**src/rtl/stopwatch_pkg.sv**
```systemverilog
// ============================================================================
// Module   : stopwatch_pkg
// Summary  : State encoding and default timing constants for stopwatch_ctrl.
// Revision : 1.0
// ============================================================================
`default_nettype none

package stopwatch_pkg;

    localparam int STATE_W             = 3;
    localparam int DEF_DEBOUNCE_CYCLES = 50000;
    localparam int DEF_CLR_CYCLES      = 1000000;

    typedef enum logic [STATE_W-1:0] {
        ST_IDLE  = 3'd0,
        ST_RUN   = 3'd1,
        ST_LAP   = 3'd2,
        ST_PAUSE = 3'd3,
        ST_DONE  = 3'd4,
        ST_CLEAR = 3'd5
    } state_t;

endpackage

`default_nettype wire

```
**src/rtl/stopwatch_ctrl_btn_debounce.sv**
```systemverilog
// ============================================================================
// Module   : btn_debounce
// Summary  : 2-FF synchroniser, stability-counter debouncer and rising-edge
//            press pulse for one raw pushbutton.
// Revision : 1.0
// ============================================================================
`default_nettype none

module btn_debounce
    import stopwatch_pkg::*;
#(
    parameter int DEBOUNCE_CYCLES = DEF_DEBOUNCE_CYCLES
) (
    input  logic clk_5MHz,
    input  logic reset,
    input  logic btn_i,
    output logic press_o
);

    localparam int              CNT_W    = $clog2(DEBOUNCE_CYCLES + 1);
    localparam logic [CNT_W-1:0] CNT_LAST = CNT_W'(DEBOUNCE_CYCLES - 1);

    logic             sync1_q;
    logic             sync2_q;
    logic             level_q;
    logic             level_d;
    logic             level_dly_q;
    logic             press_q;
    logic [CNT_W-1:0] cnt_q;
    logic [CNT_W-1:0] cnt_d;

    // The counter only advances while the synchronised input disagrees with
    // the accepted level; any agreeing cycle restarts the stability window.
    always_comb begin
        cnt_d   = '0;
        level_d = level_q;
        if (sync2_q != level_q) begin
            if (cnt_q == CNT_LAST) begin
                level_d = sync2_q;
            end else begin
                cnt_d = cnt_q + CNT_W'(1);
            end
        end
    end

    always_ff @(posedge clk_5MHz) begin
        if (reset) begin
            sync1_q     <= 1'b0;
            sync2_q     <= 1'b0;
            level_q     <= 1'b0;
            level_dly_q <= 1'b0;
            press_q     <= 1'b0;
            cnt_q       <= '0;
        end else begin
            sync1_q     <= btn_i;
            sync2_q     <= sync1_q;
            level_q     <= level_d;
            level_dly_q <= level_q;
            press_q     <= level_q & ~level_dly_q;
            cnt_q       <= cnt_d;
        end
    end

    assign press_o = press_q;

endmodule

`default_nettype wire

```
**src/rtl/stopwatch_ctrl.sv**
```systemverilog
// ============================================================================
// Module   : stopwatch_ctrl
// Summary  : Run/pause/lap/clear sequencer driving the stopwatch counter
//            chain enable, synchronous clear and display hold strobe.
// Revision : 1.0
// ============================================================================
`default_nettype none

module stopwatch_ctrl
    import stopwatch_pkg::*;
#(
    parameter int DEBOUNCE_CYCLES = DEF_DEBOUNCE_CYCLES,
    parameter int CLR_CYCLES      = DEF_CLR_CYCLES
) (
    input  logic               clk_5MHz,
    input  logic               reset,
    input  logic               btn_ss,
    input  logic               btn_lr,
    input  logic               tc,
    output logic               count_en,
    output logic               count_clr,
    output logic               disp_hold,
    output logic [STATE_W-1:0] state
);

    localparam int               CLR_W    = $clog2(CLR_CYCLES + 1);
    localparam logic [CLR_W-1:0] CLR_LOAD = CLR_W'(CLR_CYCLES - 1);

    logic             ss_p;
    logic             lr_p;
    state_t           state_q;
    state_t           state_d;
    logic [CLR_W-1:0] clr_cnt_q;
    logic [CLR_W-1:0] clr_cnt_d;

    btn_debounce #(
        .DEBOUNCE_CYCLES (DEBOUNCE_CYCLES)
    ) u_dbnc_ss (
        .clk_5MHz (clk_5MHz),
        .reset    (reset),
        .btn_i    (btn_ss),
        .press_o  (ss_p)
    );

    btn_debounce #(
        .DEBOUNCE_CYCLES (DEBOUNCE_CYCLES)
    ) u_dbnc_lr (
        .clk_5MHz (clk_5MHz),
        .reset    (reset),
        .btn_i    (btn_lr),
        .press_o  (lr_p)
    );

    // Outside CLEAR the countdown is held at its load value, so it is
    // already primed on whichever edge enters CLEAR.
    always_comb begin
        state_d   = state_q;
        clr_cnt_d = CLR_LOAD;
        case (state_q)
            ST_IDLE: begin
                if (ss_p)      state_d = ST_RUN;
                else if (lr_p) state_d = ST_CLEAR;
            end
            ST_RUN: begin
                if (tc)        state_d = ST_DONE;
                else if (ss_p) state_d = ST_PAUSE;
                else if (lr_p) state_d = ST_LAP;
            end
            ST_LAP: begin
                if (tc)        state_d = ST_DONE;
                else if (ss_p) state_d = ST_PAUSE;
                else if (lr_p) state_d = ST_RUN;
            end
            ST_PAUSE: begin
                if (ss_p)      state_d = ST_RUN;
                else if (lr_p) state_d = ST_CLEAR;
            end
            ST_DONE: begin
                if (lr_p)      state_d = ST_CLEAR;
            end
            ST_CLEAR: begin
                if (clr_cnt_q == '0) state_d   = ST_IDLE;
                else                 clr_cnt_d = clr_cnt_q - CLR_W'(1);
            end
            default: begin
                state_d = ST_CLEAR;
            end
        endcase
    end

    always_ff @(posedge clk_5MHz) begin
        if (reset) begin
            state_q   <= ST_IDLE;
            clr_cnt_q <= '0;
        end else begin
            state_q   <= state_d;
            clr_cnt_q <= clr_cnt_d;
        end
    end

    // tc gates the enable combinationally so no tick slips past 4:59.9.
    assign count_en  = ((state_q == ST_RUN) || (state_q == ST_LAP)) && !tc;
    assign count_clr = (state_q == ST_CLEAR);
    assign disp_hold = (state_q == ST_LAP);
    assign state     = state_q;

endmodule

`default_nettype wire
```
**config.mk**
```make
export PLATFORM = sky130hd
export DESIGN_NAME = stopwatch_ctrl
export DESIGN_NICKNAME = d
export VERILOG_FILES = /design/src/rtl/stopwatch_pkg.sv /design/src/rtl/stopwatch_ctrl_btn_debounce.sv /design/src/rtl/stopwatch_ctrl.sv
export SDC_FILE = /design/constraint.sdc
export NUM_CORES = 1
export LEC_CHECK = 0
export BUFFER_PORTS_ARGS = -buffer_cell sky130_fd_sc_hd__clkbuf_2
export CORE_UTILIZATION = 25
export DETAILED_ROUTE_END_ITERATION = 7
export SYNTH_ARGS = -nofsm -noshare
export SYNTH_HDL_FRONTEND = slang
export SYNTH_SLANG_ARGS = --single-unit
```
**constraint.sdc**
```tcl
create_clock -name clk_5MHz -period 6.6 [get_ports clk_5MHz]
set_input_delay 0.99 -clock clk_5MHz [delete_from_list [all_inputs] [get_ports clk_5MHz]]
set_output_delay 0.99 -clock clk_5MHz [all_outputs]
set_load 0.03 [all_outputs]
```
==> metrics.md, run 1 <==
| Metric | Value |
|---|---|
| Post-CTS Hold Buffers | `0` |
| Netlist Area Pre-Place | `2789 sq um` |
| Synth-to-Final Area Change | `14.54%` |
| First-pass GRT wire length | `8625 um` |
| Total GRT Usage | `9.714%` |
| Critical-path maximum fanout | `11` |
| WP data required | `5.61 ns` |
| Reg-to-Reg Start | `clr_cnt_q[0]$_SDFF_PP0_` |
| Die ar. | `about 12000 sq um` |
| Min Clock Period, post-route | `2.724 ns` |
| Dpl cell area | `~3000 sq um` |
| Cts bufs inserted | `9` |
| Max VDD drop | `0.1499 mV` |
| Ant. Diodes | `0` |
| WS Path Type | `flop to output pin` |
| Layout cell share with drive strength beyond 1 | `9.202%` |
| Number of fill cells | `1156` |
| Hold WC Path Type | `flop to flop` |
| HP Start | `u_dbnc_ss.level_dly_q$_SDFF_PP0_` |
| Pin count of the biggest net entering global routing | `28` |
| Die width | `107.6 um` |
| Initial core utilization | `25.73%` |
| Die height | `107.6 um` |
| Clk network pwr share | `between 40% and 50%` |
| Post-DR vias/cell | `4.429` |
| Drt wl/cell | `between 10 and 15 um` |
| Clock Sinks | `between 60 and 70` |
| Sequential share of power | `48.4%` |
| Clk buf depth | `2` |
| Largest area contributor in the netlist | `dfxtp_1` |
| Final Cell Area | `3194 sq um` |
| Yosys warns | `0` |
| R2R cell count | `7` |
| Clock latency on the worst-skew pair | `0.36 ns` |
| 1st-iter DRT viols | `78` |
| Post-DP HPWL | `3252 um` |
| I/O Pins | `11` |
| Internal Power | `0.6645 mW` |
| Power, Total | `0.8308 mW` |
| Async S/R FF share, synth | `0%` |
| Row Count | `38` |
| Mapped Cells | `about 310` |
| Final ANT Viol Nets | `0` |
| Syn nets | `322` |
| Setup TNS | `0 ns` |
| Worst Setup End Kind | `output pin` |
| Initial antenna violation count | `0` |
| Core area | `10840 sq um` |
| CTS tree | `built` |
| Worst hold margin | `approximately 0.38 ns` |
| H-tree depth | `3` |
| Total number of vias | `2064` |
| Final wirelength | `4891 um` |
| Hold path cells | `1` |
| Arrival time worst endpoint | `1.73 ns` |
| Hold Path Sink | `u_dbnc_ss.press_o$_SDFF_PP0_` |
| Worst slew margin | `63.61%` |
| Ranking of synthesized cells by area | `dfxtp_1 47%, xnor2_1 7.5%, nor2_1 7.0%` |
| 1st-pass router iterations | `4` |
| Hold Fails Final Rpt | `0` |
| Post-CTS sizing | `0` |
| Comb pwr share | `under 10%` |
| Sequential area share after synthesis | `46.66%` |
| Post-synth top cells | `65 x dfxtp_1, 52 x nor2_1, 24 x xnor2_1` |
| Ys flop type | `dfxtp_1` |
| Post-route setup slack | `just under 4 ns` |
| Synthesis-stage register bit count | `65` |
| Max-cap viol count | `0` |
| Unrepaired setup endpoints after global routing | `false` |
| Post-synth EDFFs | `0` |
| GR Overflow Total | `0` |
| Post-CTS Setup Inserts | `0` |
| Fin crit share | `41.27%` |
| FF-to-FF End | `clr_cnt_q[10]$_SDFF_PP0_` |
| LEAKAGE | `approximately 1.1 nW` |
| Netlist cell types | `39` |
| Fmax | `about 370 MHz` |
| Outcome | `completed` |
| Number of port buffers | `10` |
| Switching Share | `about 20%` |
| R2r setup slk | `3.97 ns` |
| Final nets | `329` |
| Syn Area/Cell | `roughly 8.9 sq um` |
| Placer Congestion | `just under 0.8` |
| CP startpoint kind | `flop` |
| Vias in the first global route | `roughly 2k` |
| Share of the synthesized area in the top cell type | `46.66%` |
| Slew @ Worst Pin | `0.5458 ns` |
| Power per Cell Area | `260.1 nW/um^2` |
| Clock skew | `0.01005 ns` |
| Worst-path clk slew | `0.07 ns` |
| Top-count cell post-synth | `dfxtp_1` |
| Post-Place Worst Slack | `3.941 ns` |
| Slew Limit Fails | `0` |
| Clock root buffer | `clkbuf_8` |
| DRC errors left | `0` |
| Sw power | `between 0.15 and 0.2 mW` |
| Final setup viols | `0` |
## state kept, by name, summed over array words and instances, names as in the netlist
register               cells
clr_cnt_q                 20
state                      3
u_dbnc_lr.cnt_q           16
u_dbnc_lr.level_dly_q      1
u_dbnc_lr.level_q          1
u_dbnc_lr.press_o          1
u_dbnc_lr.sync1_q          1
u_dbnc_lr.sync2_q          1
u_dbnc_ss.cnt_q           16
u_dbnc_ss.level_dly_q      1
u_dbnc_ss.level_q          1
u_dbnc_ss.press_o          1
u_dbnc_ss.sync1_q          1
u_dbnc_ss.sync2_q          1
## cell type report
type                    instances  area [sq um]  share of cell area (%)
multi-input cells             224          1384                   43.32
inverters                      11         41.29                   1.293
well taps                     140         175.2                   5.484
clock inverters                 6         105.1                   3.290
repair buffers                 10         50.05                   1.567
flip-flops and latches         65          1301                   40.74
clock buffers                  10         137.6                   4.309
## stage by stage
stage	util (%)	cells
6_report	29.47	466
5_1_grt	29.47	466
4_1_cts	29.47	466
3_5_place_dp	27.23	450
3_3_place_gp	27.23	450
2_1_floorplan	-	314
## cell usage in the layout (no fill, tap or decap), types with 4 or more instances in the layout
cell type	count
o21ai_0	6
nand3_1	13
xor2_1	21
nor4_1	4
and4_1	4
nor2_1	52
nand2_1	13
dfxtp_1	65
clkbuf_2	10
or4_1	5
inv_1	11
nor3_1	15
clkbuf_8	10
a21oi_1	14
xnor2_1	24
and3_1	4
nand4_1	5
nor2b_1	12
## critical path: stages, from the launching register on
cell and delay (ns):
dfxtp_1 0.55, nor2b_1 0.23, and2_1 0.32, clkbuf_2 0.27
## power groups by stage
stage	clock [mW]	combinational, mW	sequential, mW
floorplan	0	0.0147	0.410
global placement	0	0.0177	0.411
detailed placement	0	0.0181	0.411
CTS	0.424	0.0183	0.402
global route	0.442	0.0207	0.403
finish	0.410	0.0181	0.402
## worst max path at each step
stage | endpoint | cells past startpoint | start
final | count_clr | 3 | state[0]$_SDFFE_PP0P_
after global routing | count_clr | 3 | state[0]$_SDFFE_PP0P_
after CTS | count_clr | 3 | state[0]$_SDFFE_PP0P_
after detailed placement | count_en | 3 | tc
after global placement | count_en | 3 | tc
after floorplan | count_en | 1 | tc
## routing by layer
layer  routed length, um  GRT usage, %
met3                 200         4.782
met1                2402         11.25
met2                2197         14.42
met4                  91         5.577
met5                   0             0
## kinds of logic after synthesis
| family | after synthesis | synth area share, % |
|---|---|---|
| and+or+nand+nor | 142 | 26.47 |
| DFF | 65 | 46.66 |
| AOI/OAI and AO/OA | 31 | 6.595 |
| xor gates and xnor gates | 45 | 14.13 |
| adders and majority gates | 3 | 1.346 |
| muxes | 3 | 1.077 |
| buffers and inverters | 25 | 3.724 |
Power figures use the tool's default switching activity.
==> run 2: changes to the inputs <==
- ABC_AREA: default -> 1
- clock period: 6.6 -> 2.65 ns (I/O delays scaled with it)
==> metrics.md, run 2 <==
| Metric | Value |
|---|---|
| Outcome | `completed` |
| Final setup viols | `0` |
| WP data required | `between 2 and 2.5 ns` |
| Total GRT Usage | `10.18%` |
| Post-DR vias/cell | `4.342` |
| Post-Place Worst Slack | `0.7908 ns` |
| Syn Area/Cell | `7.410 sq um` |
| Netlist Area Pre-Place | `3349 sq um` |
| Slew @ Worst Pin | `between 0.4 and 0.5 ns` |
| Grt met2 use | `17.43%` |
| Mapped Cells | `452` |
| Largest register FFs | `20` |
| Yosys warns | `0` |
| CTS tree | `built` |
| Die ar. | `between 10000 and 15000 sq um` |
| First-pass GRT wire length | `around 12000 um` |
| Initial antenna violation count | `0` |
| Post-synth EDFFs | `0` |
| I/O Pins | `11` |
| Share of the synthesized area in the top cell type | `38.85%` |
| Post-CTS sizing | `0` |
| 1st-iter DRT viols | `between 200 and 250` |
| Switching Share | `a little over a quarter` |
| Clock latency on the worst-skew pair | `0.33 ns` |
| Hold Fails Final Rpt | `0` |
| Worst-path clk slew | `~0.060 ns` |
| Number of port buffers | `10` |
| Biggest regs | `clr_cnt_q: 20 flops, u_dbnc_lr.cnt_q: 16 flops, u_dbnc_ss.cnt_q: 16 flops` |
| GRT busiest layer | `met2` |
| Clk buf depth | `2` |
| Unrepaired setup endpoints after global routing | `false` |
| Pin count of the biggest net entering global routing | `17` |
| Most frequent cells in the layout | `83 x nand2_1, 65 x dfxtp_1, 64 x nor2_1` |
| Drt wl/cell | `between 10 and 15 um` |
| Most common cell after layout, fill and taps aside | `nand2_1` |
| Ys flop type | `dfxtp_1` |
| Post-route setup slack | `just under 0.8 ns` |
| Clock skew | `0.007993 ns` |
| Clock root buffer | `clkbuf_16` |
| Max-cap viol count | `0` |
| Final ANT Viol Nets | `0` |
| Met3 Resource Use GR | `1.938%` |
| Die width | `117.8 um` |
| Comb pwr share | `13.3%` |
| Sequential share of power | `38.6%` |
| 1st-pass router iterations | `7` |
| Ranking of synthesized cells by area | `dfxtp_1 39%, nand2_1 9.3%, nor2_1 7.2%` |
| Post-DP HPWL | `between 5000 and 6000 um` |
| Slew Limit Fails | `0` |
| Hold WC Path Type | `input port to flop` |
| Layout cell share with drive strength beyond 1 | `18.35%` |
| Largest area contributor in the netlist | `dfxtp_1` |
| H-tree depth | `3` |
| Total number of vias | `2805` |
| Async S/R FF share, synth | `0%` |
| Sw power | `just over 0.7 mW` |
| Initial core utilization | `26.12%` |
| WS Path Type | `flop to output pin` |
| Synth-to-Final Area Change | `16.96%` |
| CP startpoint kind | `flop` |
| Post-CTS Hold Buffers | `0` |
| Fmax | `537.4 MHz` |
| Worst Setup End Kind | `output pin` |
| Worst slew margin | `between 70% and 80%` |
| Power per Cell Area | `700.4 nW/um^2` |
| Critical-path maximum fanout | `6` |
| Final nets | `477` |
| Post-CTS Setup Inserts | `0` |
| Syn nets | `460` |
| Vias in the first global route | `between 2k and 3k` |
| GR Overflow Total | `0` |
| Fin crit share | `70.21%` |
| Largest register by flop count | `clr_cnt_q` |
| Arrival time worst endpoint | `1.46 ns` |
| Placer Congestion | `0.8077` |
| Synthesis-stage register bit count | `65` |
| Max VDD drop | `0.3224 mV` |
| Post-synth top cells | `83 x nand2_1, 65 x dfxtp_1, 64 x nor2_1` |
| Final wirelength | `6738 um` |
| Clk network pwr share | `between 40% and 50%` |
| Netlist cell types | `36` |
| Internal Power | `2.024 mW` |
| Sequential area share after synthesis | `around 39%` |
| Clock Sinks | `65` |
| Row Count | `41` |
| LEAKAGE | `1.462 nW` |
| M1 GR Usage | `12.03%` |
| Ant. Diodes | `0` |
| Setup TNS | `0 ns` |
| Min Clock Period, post-route | `about 1.9 ns` |
| Cts bufs inserted | `9` |
| Die height | `117.8 um` |
| Core area | `roughly 13000 sq um` |
| Top-count cell post-synth | `nand2_1` |
| DRC errors left | `0` |
## run 2: area by class of cell
class	instances	area [sq um]
sequential	65	1301
multi-input combinational	321	1770
fill	1369	8907
clock inverter	4	73.82
tap	172	215.2
clock buffer	12	266.5
timing repair buffer	10	50.05
inverter	62	240.2
## run 2: worst max-delay path: stages, from the launching register on
cell	delay, ns
dfxtp_1	0.44
nand2_2	0.16
nor2_4	0.15
nand2_2	0.08
nand2_2	0.09
clkbuf_2	0.21
## run 2: cell families after synthesis
family	count (synthesis)	share of synthesized area [%]
compound gates	49	9.189
xor+xnor	13	3.399
fa+ha+maj	3	1.121
buf+inv	66	8.293
flops	65	38.85
simple gates	256	39.15
## run 2: power groups by stage
stage / clock network [mW] / registers [mW] / logic [mW]
after floorplan: 0 / 1.10 / 0.258
after global placement: 0 / 1.08 / 0.361
after detailed placement: 0 / 1.08 / 0.362
after CTS: 1.35 / 1.06 / 0.368
after global routing: 1.39 / 1.06 / 0.402
final: 1.32 / 1.06 / 0.364
## run 2: final timing paths
kind / from / endpoint / slack, ns / cells past startpoint
worst max-delay path: state[0]$_SDFFE_PP0P_ / count_en / 0.79 / 5
worst min-delay path: btn_lr / u_dbnc_lr.sync1_q$_SDFF_PP0_ / 0.33 / 3
worst max register to register: u_dbnc_ss.cnt_q[0]$_SDFF_PP0_ / u_dbnc_ss.cnt_q[2]$_SDFF_PP0_ / 1.03 / 6
worst min register to register: u_dbnc_ss.level_dly_q$_SDFF_PP0_ / u_dbnc_ss.press_o$_SDFF_PP0_ / 0.39 / 1
## run 2: stage by stage
stage | cells | util, % | cell area (sq um) | power, mW | hold WS, ns
2_1_floorplan | 452 | - | 3349 | 1.362 | 0.3732
4_1_cts | 646 | 30.55 | 3918 | 2.778 | 0.3252
5_1_grt | 646 | 30.55 | 3918 | 2.859 | 0.3630
3_3_place_gp | 630 | 27.89 | 3577 | 1.441 | 0.3822
3_5_place_dp | 630 | 27.89 | 3577 | 1.444 | 0.3846
6_report | 646 | 30.55 | 3918 | 2.744 | 0.3279
## run 2: layer usage
layer	share of wire [%]	wire, um
met3	2.9	195
met4	1.7	116
met2	49	3274
met1	47	3152
met5	0	0
==> run 3: changes to the inputs <==
- ABC_AREA: 1 -> 0
- clock period: 2.65 -> 1.7 ns (I/O delays scaled with it)
==> metrics.md, run 3 (same netlist as run 1, synthesis figures left out) <==
| Metric | Value |
|---|---|
| Outcome | `finished, violations left` |
| Failing checks | `negative setup slack` |
| Worst Setup End Kind | `flop` |
| Die height | `107.6 um` |
| Critical path's slowest cell | `or4_4` |
| Row Count | `38` |
| Hold WC Path Type | `input port to flop` |
| Cts bufs inserted | `9` |
| Min Clock Period, post-route | `2.126 ns` |
| Setup TNS | `-8.043 ns` |
| Most frequent cells in the layout | `62 x dfxtp_1, 51 x nor2_1, 40 x buf_4` |
| CP bufs+invs | `1` |
| Final setup viols | `21` |
| Total number of vias | `2224` |
| Core area | `10840 sq um` |
| Placer Congestion | `0.7795` |
| Switching Share | `22.65%` |
| Top sig layer | `met4` |
| Critical path cell sequence | `or4_4 > or4_4 > buf_4 > nor4_4 > xnor2_1 > a21oi_1` |
| Final nets | `around 370` |
| Wl on met1 | `2546 um` |
| Fmax | `around 470 MHz` |
| Clock Sinks | `65` |
| Non-Filler Instances | `~510` |
| CP startpoint kind | `flop` |
| Clock latency on the worst-skew pair | `0.35 ns` |
| LEAKAGE | `about 1.3 nW` |
| Comb pwr share | `4.0%` |
| Biggest regs | `clr_cnt_q: 20 flops, u_dbnc_lr.cnt_q: 16 flops, u_dbnc_ss.cnt_q: 16 flops` |
| Slew @ Worst Pin | `0.3389 ns` |
| Vias in the first global route | `~2.1k` |
| Fin crit share | `125.0%` |
| Power, Total | `between 2 and 3 mW` |
| WP data required | `1.94 ns` |
| CTS tree | `built` |
| Worst-path clk slew | `0.08 ns` |
| Most common cell after layout, fill and taps aside | `dfxtp_1` |
| Arrival time worst endpoint | `2.36 ns` |
| I/O Pins | `11` |
| Post-CTS Hold Buffers | `0` |
| Setup crit start | `clr_cnt_q[8]$_SDFF_PP0_` |
| Power per Cell Area | `826.9 nW/um^2` |
| 1st-iter DRT viols | `127` |
| CP most frequent cell | `or4_4` |
| First-pass GRT wire length | `8901 um` |
| Initial antenna violation count | `0` |
| Worst slew margin | `77.09%` |
| Synth-to-Final Area Change | `28.13%` |
| Metal3 WL | `246 um` |
| Drt wl/cell | `about 11 um` |
| Final wirelength | `5322 um` |
| Post-Place Worst Slack | `-0.5468 ns` |
| WS Path Type | `flop to flop` |
| R2r setup slk | `-0.43 ns` |
| Post-DP HPWL | `3708 um` |
| Cell depth of the worst setup path | `6` |
| Clk buf depth | `2` |
| Layout cell share with drive strength beyond 1 | `approximately a quarter` |
| Max-cap viol count | `0` |
| Post-DR vias/cell | `4.395` |
| CP peak stage delay | `0.54 ns` |
| Final Cell Area | `3573 sq um` |
| Reg-to-Reg Start | `clr_cnt_q[8]$_SDFF_PP0_` |
| Crit path to | `clr_cnt_q[18]$_SDFF_PP0_` |
| Dpl cell area | `3291 sq um` |
| Clk network pwr share | `43.3%` |
| Initial core utilization | `25.73%` |
| Sequential share of power | `approximately 53%` |
| Pin count of the biggest net entering global routing | `26` |
| Die ar. | `11580 sq um` |
| Internal Power | `2.285 mW` |
| Max VDD drop | `0.3676 mV` |
| Final core utilization | `32.96%` |
| Final ANT Viol Nets | `0` |
| Number of port buffers | `10` |
| Ant. Diodes | `0` |
| Met2 Routed Length | `2480 um` |
| Die width | `around 110 um` |
| Number of fill cells | `1108` |
| Largest register by flop count | `clr_cnt_q` |
| Slew Limit Fails | `0` |
| 1st-pass router iterations | `4` |
| Sw power | `0.6694 mW` |
| FF-to-FF End | `clr_cnt_q[18]$_SDFF_PP0_` |
| Post-route setup slack | `-0.4255 ns` |
| Clock root buffer | `clkbuf_8` |
| GR Overflow Total | `0` |
| H-tree depth | `3` |
| Unrepaired setup endpoints after global routing | `true` |
| R2R cell count | `6` |
| Total GRT Usage | `under 10%` |
| Clock skew | `0.01366 ns` |
| Largest register FFs | `20` |
| Critical-path maximum fanout | `5` |
| Worst hold margin | `0.1193 ns` |
| CP delay by family, top | `simple AND/OR/NAND/NOR gates` |
| Placed insts | `a little under 500` |
| DRC errors left | `0` |
| Hold Fails Final Rpt | `0` |
## run 3: cell count changes in the layout (fill, tap and decap cells not counted), sizes merged, moves of 16 or more
cell   change
nand2     -83
buf       +41
xnor2     +17
nor2      -29
nand3     -20
a21oi     -16
inv       -51
## run 3: worst min-delay path by stage
stage,from,endpoint,cells after the start
after floorplan,u_dbnc_lr.level_dly_q$_SDFF_PP0_,u_dbnc_lr.press_o$_SDFF_PP0_,1
after CTS,btn_lr,u_dbnc_lr.sync1_q$_SDFF_PP0_,2
after global routing,btn_lr,u_dbnc_lr.sync1_q$_SDFF_PP0_,2
final,btn_lr,u_dbnc_lr.sync1_q$_SDFF_PP0_,2
after detailed placement,u_dbnc_lr.level_dly_q$_SDFF_PP0_,u_dbnc_lr.press_o$_SDFF_PP0_,1
after global placement,u_dbnc_lr.level_dly_q$_SDFF_PP0_,u_dbnc_lr.press_o$_SDFF_PP0_,1
## run 3: routing by layer
layer  vias to the layer above  track usage [%]
met1                      1031            11.33
met5                         -                0
met2                        36            16.16
met4                         0            3.229
li1                       1152                -
met3                         5            4.782
## run 3: worst reg2reg max path, stage by stage (launching register included)
cell and delay, ns:
dfxtp_2 0.32, or4_4 0.53, or4_4 0.54, buf_4 0.18, nor4_4 0.22, xnor2_1 0.14
a21oi_1 0.08
## run 3: layout make-up
class | instances | area [sq um] | share of cell area [%]
multi-input cells | 224 | 1488 | 41.63
flip-flops and latches | 65 | 1305 | 36.52
repair buffers | 50 | 367.9 | 10.29
well taps | 140 | 175.2 | 4.902
clock buffers | 10 | 127.6 | 3.571
clock inverters | 6 | 68.82 | 1.926
inverters | 11 | 41.29 | 1.155
## run 3: power by group through the flow
| stage | sequential, mW | clock, mW | combinational, mW |
|---|---|---|---|
| global placement | 1.59 | 0 | 0.109 |
| CTS | 1.56 | 1.34 | 0.116 |
| detailed placement | 1.59 | 0 | 0.112 |
| global route | 1.56 | 1.40 | 0.128 |
| finish | 1.56 | 1.28 | 0.117 |
| floorplan | 1.59 | 0 | 0.0619 |
## run 3: repair_timing
item                       4_1_cts  5_1_grt
gates resized for setup          8       12
pin swaps                        9        2
setup endpoints to repair       22       39
buffers inserted                 1        1
gates cloned                     0        0
